--- src/rtl/mc_controller.sv ---
// Multicycle MIPS main controller: sequences fetch/decode/execute/memory/
// writeback over a shared-memory, single-ALU datapath and decodes funct.
//
// state   | meaning
// --------+---------------------------------------------------------
// FETCH   | read instruction at PC, PC+4 into PC when memory is ready
// DECODE  | read registers, precompute branch target, dispatch on op
// MEMADR  | compute load/store address
// MEMRD   | read data memory at ALUOut, wait for mem_ready
// MEMWB   | write loaded data into rt
// MEMWR   | write B to memory at ALUOut, strobe held until mem_ready
// RTYPEEX | execute R-type ALU op selected by funct
// ALUWB   | write ALUOut into rd
// BEQ     | compare A-B, load branch target when zero
// ADDIEX  | A + sign-extended immediate
// ORIEX   | A | zero-extended immediate
// IMMWB   | write ALUOut into rt
// JUMP    | load jump target into PC
module mc_controller #(
   parameter bit WAIT_MEM = 1'b1,
   parameter int STATE_W  = 4
) (
   input  logic               clk,
   input  logic               reset,
   input  logic [5:0]         op,
   input  logic [5:0]         funct,
   input  logic               zero,
   input  logic               mem_ready,
   output logic               pcen,
   output logic               iord,
   output logic               memwrite,
   output logic               irwrite,
   output logic               regdst,
   output logic               memtoreg,
   output logic               regwrite,
   output logic               alusrca,
   output logic [2:0]         alusrcb,
   output logic [1:0]         pcsrc,
   output logic [2:0]         alucontrol,
   output logic               illegal,
   output logic [STATE_W-1:0] state
);

   typedef enum logic [3:0] {
      S_FETCH   = 4'd0,
      S_DECODE  = 4'd1,
      S_MEMADR  = 4'd2,
      S_MEMRD   = 4'd3,
      S_MEMWB   = 4'd4,
      S_MEMWR   = 4'd5,
      S_RTYPEEX = 4'd6,
      S_ALUWB   = 4'd7,
      S_BEQ     = 4'd8,
      S_ADDIEX  = 4'd9,
      S_ORIEX   = 4'd10,
      S_IMMWB   = 4'd11,
      S_JUMP    = 4'd12
   } state_t;

   state_t st, nxt;
   logic   mr;
   logic   pcwrite;
   logic   branch;

   // With WAIT_MEM=0 the memory is assumed single-cycle.
   assign mr    = WAIT_MEM ? mem_ready : 1'b1;
   assign state = STATE_W'(st);

   // State register; reset forces FETCH asynchronously.
   always_ff @(posedge clk or negedge reset) begin
      if (!reset) st <= S_FETCH;
      else        st <= nxt;
   end

   // Moore decode plus mem_ready-qualified strobes; reset blanks every output
   // combinationally so in-flight writes drop without waiting for an edge.
   always_comb begin
      nxt        = S_FETCH;
      pcwrite    = 1'b0;
      branch     = 1'b0;
      iord       = 1'b0;
      memwrite   = 1'b0;
      irwrite    = 1'b0;
      regdst     = 1'b0;
      memtoreg   = 1'b0;
      regwrite   = 1'b0;
      alusrca    = 1'b0;
      alusrcb    = 3'b000;
      pcsrc      = 2'b00;
      alucontrol = 3'b010;
      illegal    = 1'b0;
      case (st)
         S_FETCH: begin
            alusrcb = 3'b001;
            irwrite = mr;
            pcwrite = mr;
            nxt     = mr ? S_DECODE : S_FETCH;
         end
         S_DECODE: begin
            alusrcb = 3'b011;
            case (op)
               6'b100011, 6'b101011: nxt = S_MEMADR;
               6'b000000:            nxt = S_RTYPEEX;
               6'b000100:            nxt = S_BEQ;
               6'b001000:            nxt = S_ADDIEX;
               6'b001101:            nxt = S_ORIEX;
               6'b000010:            nxt = S_JUMP;
               default: begin
                  illegal = 1'b1;
                  nxt     = S_FETCH;
               end
            endcase
         end
         S_MEMADR: begin
            alusrca = 1'b1;
            alusrcb = 3'b010;
            nxt     = (op == 6'b100011) ? S_MEMRD : S_MEMWR;
         end
         S_MEMRD: begin
            iord = 1'b1;
            nxt  = mr ? S_MEMWB : S_MEMRD;
         end
         S_MEMWB: begin
            memtoreg = 1'b1;
            regwrite = 1'b1;
         end
         S_MEMWR: begin
            iord     = 1'b1;
            memwrite = 1'b1;
            nxt      = mr ? S_FETCH : S_MEMWR;
         end
         S_RTYPEEX: begin
            alusrca = 1'b1;
            nxt     = S_ALUWB;
            case (funct)
               6'b100000: alucontrol = 3'b010;
               6'b100010: alucontrol = 3'b110;
               6'b100100: alucontrol = 3'b000;
               6'b100101: alucontrol = 3'b001;
               6'b101010: alucontrol = 3'b111;
               default: begin
                  illegal = 1'b1;
                  nxt     = S_FETCH;
               end
            endcase
         end
         S_ALUWB: begin
            regdst   = 1'b1;
            regwrite = 1'b1;
         end
         S_BEQ: begin
            alusrca    = 1'b1;
            alucontrol = 3'b110;
            branch     = 1'b1;
            pcsrc      = 2'b01;
         end
         S_ADDIEX: begin
            alusrca = 1'b1;
            alusrcb = 3'b010;
            nxt     = S_IMMWB;
         end
         S_ORIEX: begin
            alusrca    = 1'b1;
            alusrcb    = 3'b100;
            alucontrol = 3'b001;
            nxt        = S_IMMWB;
         end
         S_IMMWB: begin
            regwrite = 1'b1;
         end
         S_JUMP: begin
            pcsrc   = 2'b10;
            pcwrite = 1'b1;
         end
         default: begin
            alucontrol = 3'b000;
         end
      endcase
      pcen = pcwrite | (branch & zero);
      if (!reset) begin
         pcen       = 1'b0;
         iord       = 1'b0;
         memwrite   = 1'b0;
         irwrite    = 1'b0;
         regdst     = 1'b0;
         memtoreg   = 1'b0;
         regwrite   = 1'b0;
         alusrca    = 1'b0;
         alusrcb    = 3'b000;
         pcsrc      = 2'b00;
         alucontrol = 3'b000;
         illegal    = 1'b0;
      end
   end

endmodule

--- config.mk ---
export PLATFORM = sky130hd
export DESIGN_NAME = mc_controller
export DESIGN_NICKNAME = d
export VERILOG_FILES = /design/src/rtl/mc_controller.sv
export SDC_FILE = /design/constraint.sdc
export NUM_CORES = 1
export LEC_CHECK = 0
export BUFFER_PORTS_ARGS = -buffer_cell sky130_fd_sc_hd__buf_2
export CAP_MARGIN = 5
export CORE_UTILIZATION = 40
export DETAILED_ROUTE_END_ITERATION = 8
export PLACE_DENSITY = 0.8
export SKIP_LAST_GASP = 1
export SLEW_MARGIN = 5
export SYNTH_ARGS = -nofsm -noshare
export SYNTH_HDL_FRONTEND = slang
export SYNTH_SLANG_ARGS = --single-unit
export TNS_END_PERCENT = 10
--- constraint.sdc ---
create_clock -name clk -period 1.2 [get_ports clk]
set_clock_uncertainty 0.05 [all_clocks]
set_input_delay 0.12 -clock clk [delete_from_list [all_inputs] [get_ports clk]]
set_output_delay 0.12 -clock clk [all_outputs]
set_load 0.03 [all_outputs]
==> results of run 1 <==
stage by stage:
step / setup slack, ns / instances
2_1_floorplan: -0.383 / 106
3_3_place_gp: -0.271 / 195
3_5_place_dp: -0.351 / 195
4_1_cts: -0.503 / 204
5_1_grt: -0.604 / 207
6_report: -0.629 / 207
timing repair:
action	in CTS	in global routing
setup endpoints to repair	25	25
setup buffers	4	3
pin swaps	6	0
hold buffers	1	0
resized for setup	16	1
hold endpoints to repair	4	0
cells in the mapped netlist (3+ instances only):
| cell type | number | area share (%) |
|---|---|---|
| a211oi_1 | 3 | 3.1 |
| a21oi_1 | 7 | 4.9 |
| a31oi_1 | 4 | 3.5 |
| buf_2 | 5 | 3.5 |
| dfrtp_1 | 4 | 14 |
| nand2_1 | 8 | 4.2 |
| nand2b_1 | 6 | 5.2 |
| nand3_1 | 3 | 2.1 |
| nor2_1 | 15 | 7.8 |
| nor2b_1 | 6 | 5.2 |
| nor3_1 | 7 | 4.9 |
| o21ai_0 | 4 | 2.8 |
worst register-to-register path, delay by kind of cell, from the launching register on:
family / cells / cell delay, ns
simple gates: 2 / 0.46
compound gates: 2 / 0.48
buf+inv: 2 / 0.30
flops: 1 / 0.47
metal layers:
layer	global-route usage [%]	vias up
met5	0	-
met2	68.2	146
met1	44.6	588
li1	-	547
met3	12.2	60
met4	37.6	0
cell usage in the layout (no fill, tap or decap), types with 2 or more instances in the layout:
| cell | n |
|---|---|
| inv_1 | 2 |
| nand2_1 | 5 |
| nand2_2 | 3 |
| a21oi_1 | 6 |
| clkbuf_4 | 3 |
| mux2i_1 | 2 |
| buf_2 | 31 |
| dfrtp_2 | 4 |
| nor4_1 | 2 |
| nand3_2 | 2 |
| a211oi_1 | 2 |
| o21a_1 | 2 |
| nor2b_1 | 5 |
| buf_6 | 2 |
| nor3_1 | 4 |
| nand3_1 | 2 |
| buf_4 | 46 |
| nor3_4 | 2 |
| nor2_1 | 9 |
| nor2_2 | 2 |
| o21ai_0 | 4 |
| and3_1 | 2 |
| nor3_2 | 2 |
| a31oi_1 | 3 |
| o311ai_2 | 2 |
| nand2b_1 | 5 |
| nor2_4 | 4 |
| nor4b_1 | 2 |
worst paths after layout:
check | to | slack (ns) | startpoint
max | state[0]$_DFF_PN0_ | -0.63 | state[2]$_DFF_PN0_
min | state[1]$_DFF_PN0_ | 0.25 | op[3]
max reg2reg | state[0]$_DFF_PN0_ | -0.63 | state[2]$_DFF_PN0_
min reg2reg | state[2]$_DFF_PN0_ | 0.68 | state[3]$_DFF_PN0_
max in group asynchronous | state[1]$_DFF_PN0_ | 0.51 | reset
min in group asynchronous | state[3]$_DFF_PN0_ | 0.40 | reset
area by class of cell:
| type | count | area [um^2] | share of cell area [%] |
|---|---|---|---|
| clock buffers | 4 | 26.3 | 1.81 |
| inverters | 2 | 7.51 | 0.518 |
| multi-input cells | 93 | 747 | 51.6 |
| flip-flops and latches | 4 | 105 | 7.25 |
| well taps | 24 | 30.0 | 2.07 |
| repair buffers | 80 | 533 | 36.8 |
cells by family after synthesis:
family                    after synthesis  share of synthesized area (%)
AOI/OAI and AO/OA                      26                           25.1
xor gates and xnor gates                2                           2.44
buffers and inverters                   9                           5.58
DFF                                     4                           13.9
muxes                                   3                           4.36
and+or+nand+nor                        62                           48.6
report_power, final:
group | switching [mW] | leakage, nW | total, mW | internal [mW]
Combinational | 1.13 | 0.608 | 2.02 | 0.896
Sequential | 0.125 | 0.0473 | 0.313 | 0.188
Clock | 0.0931 | 0.0150 | 0.220 | 0.127
Total | 1.35 | 0.670 | 2.56 | 1.21
==> flow_summary.toml, run 1 <==
[global_route]
grt_use_total_pct = 42.4
antenna_found_initial = 0
grt_overflow_total = 0
grt_max_degree = 9
grt_pass1_vias = 1244
grt_pass1_wl_um = 6000

[power_and_ir_drop]
p_leak_nw = 0.670
total_power_mw = 2.56
irDropWorstVdd_uv = 1330
power_density_mw_per_mm2 = 1770

[sta]
worst_slew_pin_slew_ns = 0.560
final-hold-violation-count = 0
timing.final.crit_period_ns = 1.83
rsz0062_at_grt = "yes"
max_clock_freq_mhz = 547
slew_violations = 0
post-route-period-util_pct = 152
slew_headroom_pct = 62.1
hold-worst-slack_ns = 0.246
fin_setup_tns_ns = -10.31
layout_setup_ws_ns = -0.629
setup_viol = 25

[drt]
wl_per_cell_um = 20.1
drt_wl_total_um = 4160
vias_per_cell = 6.48
vias = 1341
wl_met3_um = 452
wl_met1_um = 1400
post-route-drc-count = 0
antenna_left = 0
drt-initial-drc-count = 93
top_layer = "met4"
dr_wl_met2_um = 1920
first_pass_iters = 7

[finish]
fillers = 79
finalInstanceArea_mm2 = 0.00145
layout-drive-gt1-share_pct = 62.8
n_antenna_cell = 0
nets = 200
synthToLayoutAreaGrowth_pct = 102
final_util_pct = 90.9
largest_register_ffs = 4

[setup_path]
reg2regPathDepth = 6
cp-start-kind = "flop"
worst_ep_required_time_ns = 1.34
cp_common_cell = "buf_4"
cp_slowest_stage_delay_ns = 0.47
path_cells = "buf_4 > buf_4 > nor4b_1 > a21oi_1 > o32a_1 > nand2_1"
crit_slowest_cell = "dfrtp_2"
path_buf_inv = 2
cp_top_family = "flip-flops"
critPathCaptureType = "flop"
crit_type = "reg -> reg"
path_depth = 6
cp_max_fo = 7
critPathArrivalTime_ns = 1.97

[die]
die_area_mm2 = 0.00197
core_mm2 = 0.00159
start_util_pct = 45.1
die_x_um = 44.4
rows = 14
die_h_um = 44.4
io_pins = 37

[placed_design]
dp_hpwl_um = 2150
post_dp_cell_area_mm2 = 0.00130
gp_congestion = 0.898
port_buffers = 36

[synth]
yosysWarningCount = 0
ys.flop_type = "dfrtp_1"
async_flop_share_pct = 100
synth_edf_count = 0
syn_area_per_cell_um2 = 6.78
syn_nets = 122
yosysUniqueCellTypes = 36
synth-seq-area-share_pct = 13.9
synth.ff_latch_count = 4
syn-cell-area_um2 = 718
syn_inst = 106

[clock_network]
clk_path_buf_depth = 2
cts.sinks = 4
cts_buffers = 3
clock_latency_ns = 0.26
cts_tree = "built"
clkTransAtPathRegs_ns = 0.05
cts_root_buffer = "clkbuf_4"
cts-htree-levels = 1

[outcome]
violations = "setup timing"
status = "finished with violations"

[run]
cap_violations = 0

[hold_path]
holdCritPathClass = "in -> reg"
min_delay_path_depth = 3
Power figures use the tool's default switching activity.
==> inputs of run 2 (changes only) <==
- CELL_PAD_IN_SITES_DETAIL_PLACEMENT: not set -> 1
- CELL_PAD_IN_SITES_GLOBAL_PLACEMENT: not set -> 2
- CORE_UTILIZATION: 40 -> 20
==> flow_summary.toml, run 2 (same netlist as run 1, synthesis figures left out) <==
[setup_path]
critPathArrivalTime_ns = 1.51
cp-start-kind = "flop"
path_depth = 4
cp_slowest_stage_delay_ns = 0.42
crit_type = "reg -> out"
reg2regPathDepth = 6
path_cells = "nor4bb_4 > nand3_2 > a211oi_4 > buf_4"
path_buf_inv = 1
cp_max_fo = 7
cp_top_family = "flip-flops"
worst_ep_required_time_ns = 1.03
crit_slowest_cell = "dfrtp_2"
critPathCaptureType = "output port"

[placed_design]
dp_hpwl_um = 2560
gp_congestion = 0.772
port_buffers = 36

[clock_network]
cts-htree-levels = 1
clock_latency_ns = 0.25
cts.sinks = 4
cts_root_buffer = "clkbuf_4"
clkTransAtPathRegs_ns = 0.04
cts_tree = "built"
cts_buffers = 3
clk_path_buf_depth = 2

[drt]
vias = 1102
post-route-drc-count = 0
drt-initial-drc-count = 26
wl_per_cell_um = 14.0
drt_wl_total_um = 3130
antenna_left = 0
first_pass_iters = 4
vias_per_cell = 4.92

[sta]
layout_setup_ws_ns = -0.485
final-hold-violation-count = 0
slew_violations = 0
post-route-period-util_pct = 140
hold-worst-slack_ns = 0.245
setup_viol = 24
worst_slew_pin_slew_ns = 0.399
slew_headroom_pct = 73.0
rsz0062_at_grt = "yes"
timing.final.crit_period_ns = 1.68
max_clock_freq_mhz = 594

[run]
cap_violations = 0

[die]
die_area_mm2 = 0.00383
rows = 21
die_x_um = 61.9
core_mm2 = 0.00339
start_util_pct = 21.2
io_pins = 37
die_h_um = 61.9

[global_route]
grt_max_degree = 12
grt_overflow_total = 0
grt_use_total_pct = 17.2
grt_pass1_wl_um = 4770
antenna_found_initial = 0
grt_pass1_vias = 1074

[hold_path]
holdCritPathClass = "in -> reg"
min_delay_path_depth = 3

[finish]
mostFrequentLayoutCell = "buf_4"
final_util_pct = 42.6
largest_register_ffs = 4
layout-drive-gt1-share_pct = 61.8
n_antenna_cell = 0
fillers = 435
final_cell_mix = "39 x buf_4, 29 x buf_2, 9 x nor2_1"
synthToLayoutAreaGrowth_pct = 101
nets = 195

[power_and_ir_drop]
power_density_mw_per_mm2 = 1620
irDropWorstVdd_uv = 478
total_power_mw = 2.34
p_leak_nw = 0.641

[outcome]
violations = "setup timing"
status = "finished with violations"
## run 2: area by class of cell
type	instances	area, um^2	share of cell area [%]
clock buffer	4	26.3	1.82
inverter	2	7.51	0.520
multi-input combinational	93	742	51.4
sequential	4	105	7.29
tap	46	57.6	3.99
timing repair buffer	75	504	35.0
## run 2: final timing paths
| check | to | startpoint | slack [ns] |
|---|---|---|---|
| worst max-delay path | alucontrol[0] | state[2]$_DFF_PN0_ | -0.48 |
| worst min register to register | state[2]$_DFF_PN0_ | state[3]$_DFF_PN0_ | 0.66 |
| min in group asynchronous | state[0]$_DFF_PN0_ | reset | 0.36 |
| worst min-delay path | state[1]$_DFF_PN0_ | op[3] | 0.25 |
| max in group asynchronous | state[1]$_DFF_PN0_ | reset | 0.54 |
| worst max register to register | state[0]$_DFF_PN0_ | state[2]$_DFF_PN0_ | -0.43 |
## run 2: worst min-delay path: stages
cell,delay [ns]
buf_2,0.14
or4_4,0.15
o311ai_2,0.09
## run 2: power by group
part           internal [mW]  switching [mW]  total [mW]
Sequential             0.188          0.0957       0.284
Combinational          0.845            1.01        1.85
Clock                  0.126          0.0737       0.200
## run 2: routing by layer
layer	global-route usage, %	vias up	part of all wire [%]
met3	0.207	7	2.4
met4	9.52	0	2.7
li1	-	540	-
met2	33.3	29	54
met1	18.9	526	41
met5	0	-	0
## run 2: repair_timing
action	4_1_cts	5_1_grt
endpoints found under the hold margin	4	0
resized for setup	4	16
endpoints found under the setup margin	25	25
pin swaps	1	4
buffers inserted	1	2
hold buffers	1	0
## run 2: per-stage QoR
stage,setup TNS [ns],cell area [um^2],setup slack [ns],instances
floorplan,-5.83,866,-0.383,106
global placement,-3.95,1320,-0.299,216
detailed placement,-4.46,1320,-0.334,216
CTS,-9.33,1370,-0.507,222
global route,-10.56,1440,-0.564,224
finish,-8.86,1440,-0.485,224
==> inputs of run 3 (changes only) <==
- SKIP_CTS_REPAIR_TIMING: not set -> 1
==> flow_summary.toml, run 3 (same netlist as run 1, synthesis figures left out) <==
[clock_network]
cts-htree-levels = 1
clock_latency_ns = 0.25
cts_buffers = 3
cts_tree = "built"
clkTransAtPathRegs_ns = 0.04
clk_path_buf_depth = 2
cts_root_buffer = "clkbuf_4"
cts.sinks = 4

[drt]
vias_per_cell = 4.83
first_pass_iters = 4
vias = 1077
wl_per_cell_um = 13.8
drt-initial-drc-count = 21
drt_wl_total_um = 3080
antenna_left = 0
post-route-drc-count = 0

[die]
die_x_um = 61.9
io_pins = 37
die_h_um = 61.9
core_mm2 = 0.00339
die_area_mm2 = 0.00383
start_util_pct = 21.2
rows = 21

[setup_path]
path_buf_inv = 1
rr_endpoint = "state[0]$_DFF_PN0_"
path_depth = 3
cp-start-kind = "flop"
cp_top_family = "simple AND/OR/NAND/NOR gates"
critPathArrivalTime_ns = 1.52
critPathCaptureType = "output port"
timing.rr.start = "state[2]$_DFF_PN0_"
reg2regPathDepth = 6
crit_end = "memtoreg"
crit_slowest_cell = "or3_4"
critical_path.startpoint = "state[0]$_DFF_PN0_"
crit_type = "reg -> out"
r2r_slack_ns = -0.41
worst_ep_required_time_ns = 1.03
cp_max_fo = 7
cp_slowest_stage_delay_ns = 0.50
path_cells = "or3_4 > nor2_4 > buf_2"

[placed_design]
port_buffers = 36
gp_congestion = 0.772
dp_hpwl_um = 2560

[finish]
nets = 194
fillers = 435
layout-drive-gt1-share_pct = 61.6
n_antenna_cell = 0
mostFrequentLayoutCell = "buf_4"
synthToLayoutAreaGrowth_pct = 99.5
largest_register_ffs = 4
final_cell_mix = "41 x buf_4, 27 x buf_2, 9 x nor2_1"
final_util_pct = 42.3

[sta]
slew_violations = 0
setup_viol = 25
post-route-period-util_pct = 141
worst_slew_pin_slew_ns = 0.401
rsz0062_at_grt = "yes"
layout_setup_ws_ns = -0.491
max_clock_freq_mhz = 591
final-hold-violation-count = 0
slew_headroom_pct = 72.9
timing.final.crit_period_ns = 1.69

[power_and_ir_drop]
p_leak_nw = 0.633
irDropWorstVdd_uv = 480
power_density_mw_per_mm2 = 1630
total_power_mw = 2.33

[global_route]
grt_pass1_wl_um = 4670
antenna_found_initial = 0
grt_max_degree = 12
grt_use_total_pct = 16.9
grt_overflow_total = 0
grt_pass1_vias = 1059

[outcome]
violations = "setup timing"
status = "finished with violations"

[run]
cap_violations = 0

[hold_path]
holdCritPathClass = "in -> reg"
run 3: layer usage:
metal	up-vias	GRT usage, %	share of wire (%)
li1	533	-	-
met1	504	18.4	41
met2	33	32.6	54
met3	7	0.207	2.5
met4	0	10.2	2.8
met5	-	0	0
run 3: area by class of cell:
type	instances	area, um^2	share of cell area, %
Inverter	2	7.51	0.524
Tap cell	46	57.6	4.02
Sequential cell	4	105	7.34
Multi-Input combinational cell	93	742	51.8
Clock buffer	4	26.3	1.83
Timing Repair Buffer	74	494	34.5
run 3: worst min-delay path by stage:
| stage | start | cells past startpoint | endpoint | slack [ns] |
|---|---|---|---|---|
| 2_1_floorplan | reset | 0 | state[0]$_DFF_PN0_ | -0.23 |
| 3_3_place_gp | reset | 2 | state[1]$_DFF_PN0_ | 0.01 |
| 3_5_place_dp | reset | 2 | state[1]$_DFF_PN0_ | 0.02 |
| 4_1_cts | reset | 2 | state[0]$_DFF_PN0_ | -0.25 |
| 5_1_grt | op[3] | 3 | state[1]$_DFF_PN0_ | 0.27 |
| 6_report | op[3] | 3 | state[1]$_DFF_PN0_ | 0.24 |
run 3: tightest hold or removal path: stages:
cell and delay [ns]:
buf_2 0.14, or4_4 0.15, o311ai_2 0.09
run 3: where the power goes:
group	switching, mW	total, mW	internal [mW]
Combinational	1.00	1.85	0.847
Sequential	0.0936	0.282	0.188
Clock	0.0752	0.201	0.126
Total	1.17	2.33	1.16
run 3: per-stage QoR:
stage	std cells	area (um^2)	TNS, ns	hold WS (ns)	setup slack (ns)
finish	223	1430	-9.10	0.243	-0.491
floorplan	106	866	-5.83	-0.226	-0.383
detailed placement	216	1320	-4.46	0.0165	-0.334
CTS	220	1340	-9.53	-0.253	-0.603
global placement	216	1320	-3.95	0.0111	-0.299
global route	223	1430	-10.80	0.270	-0.569
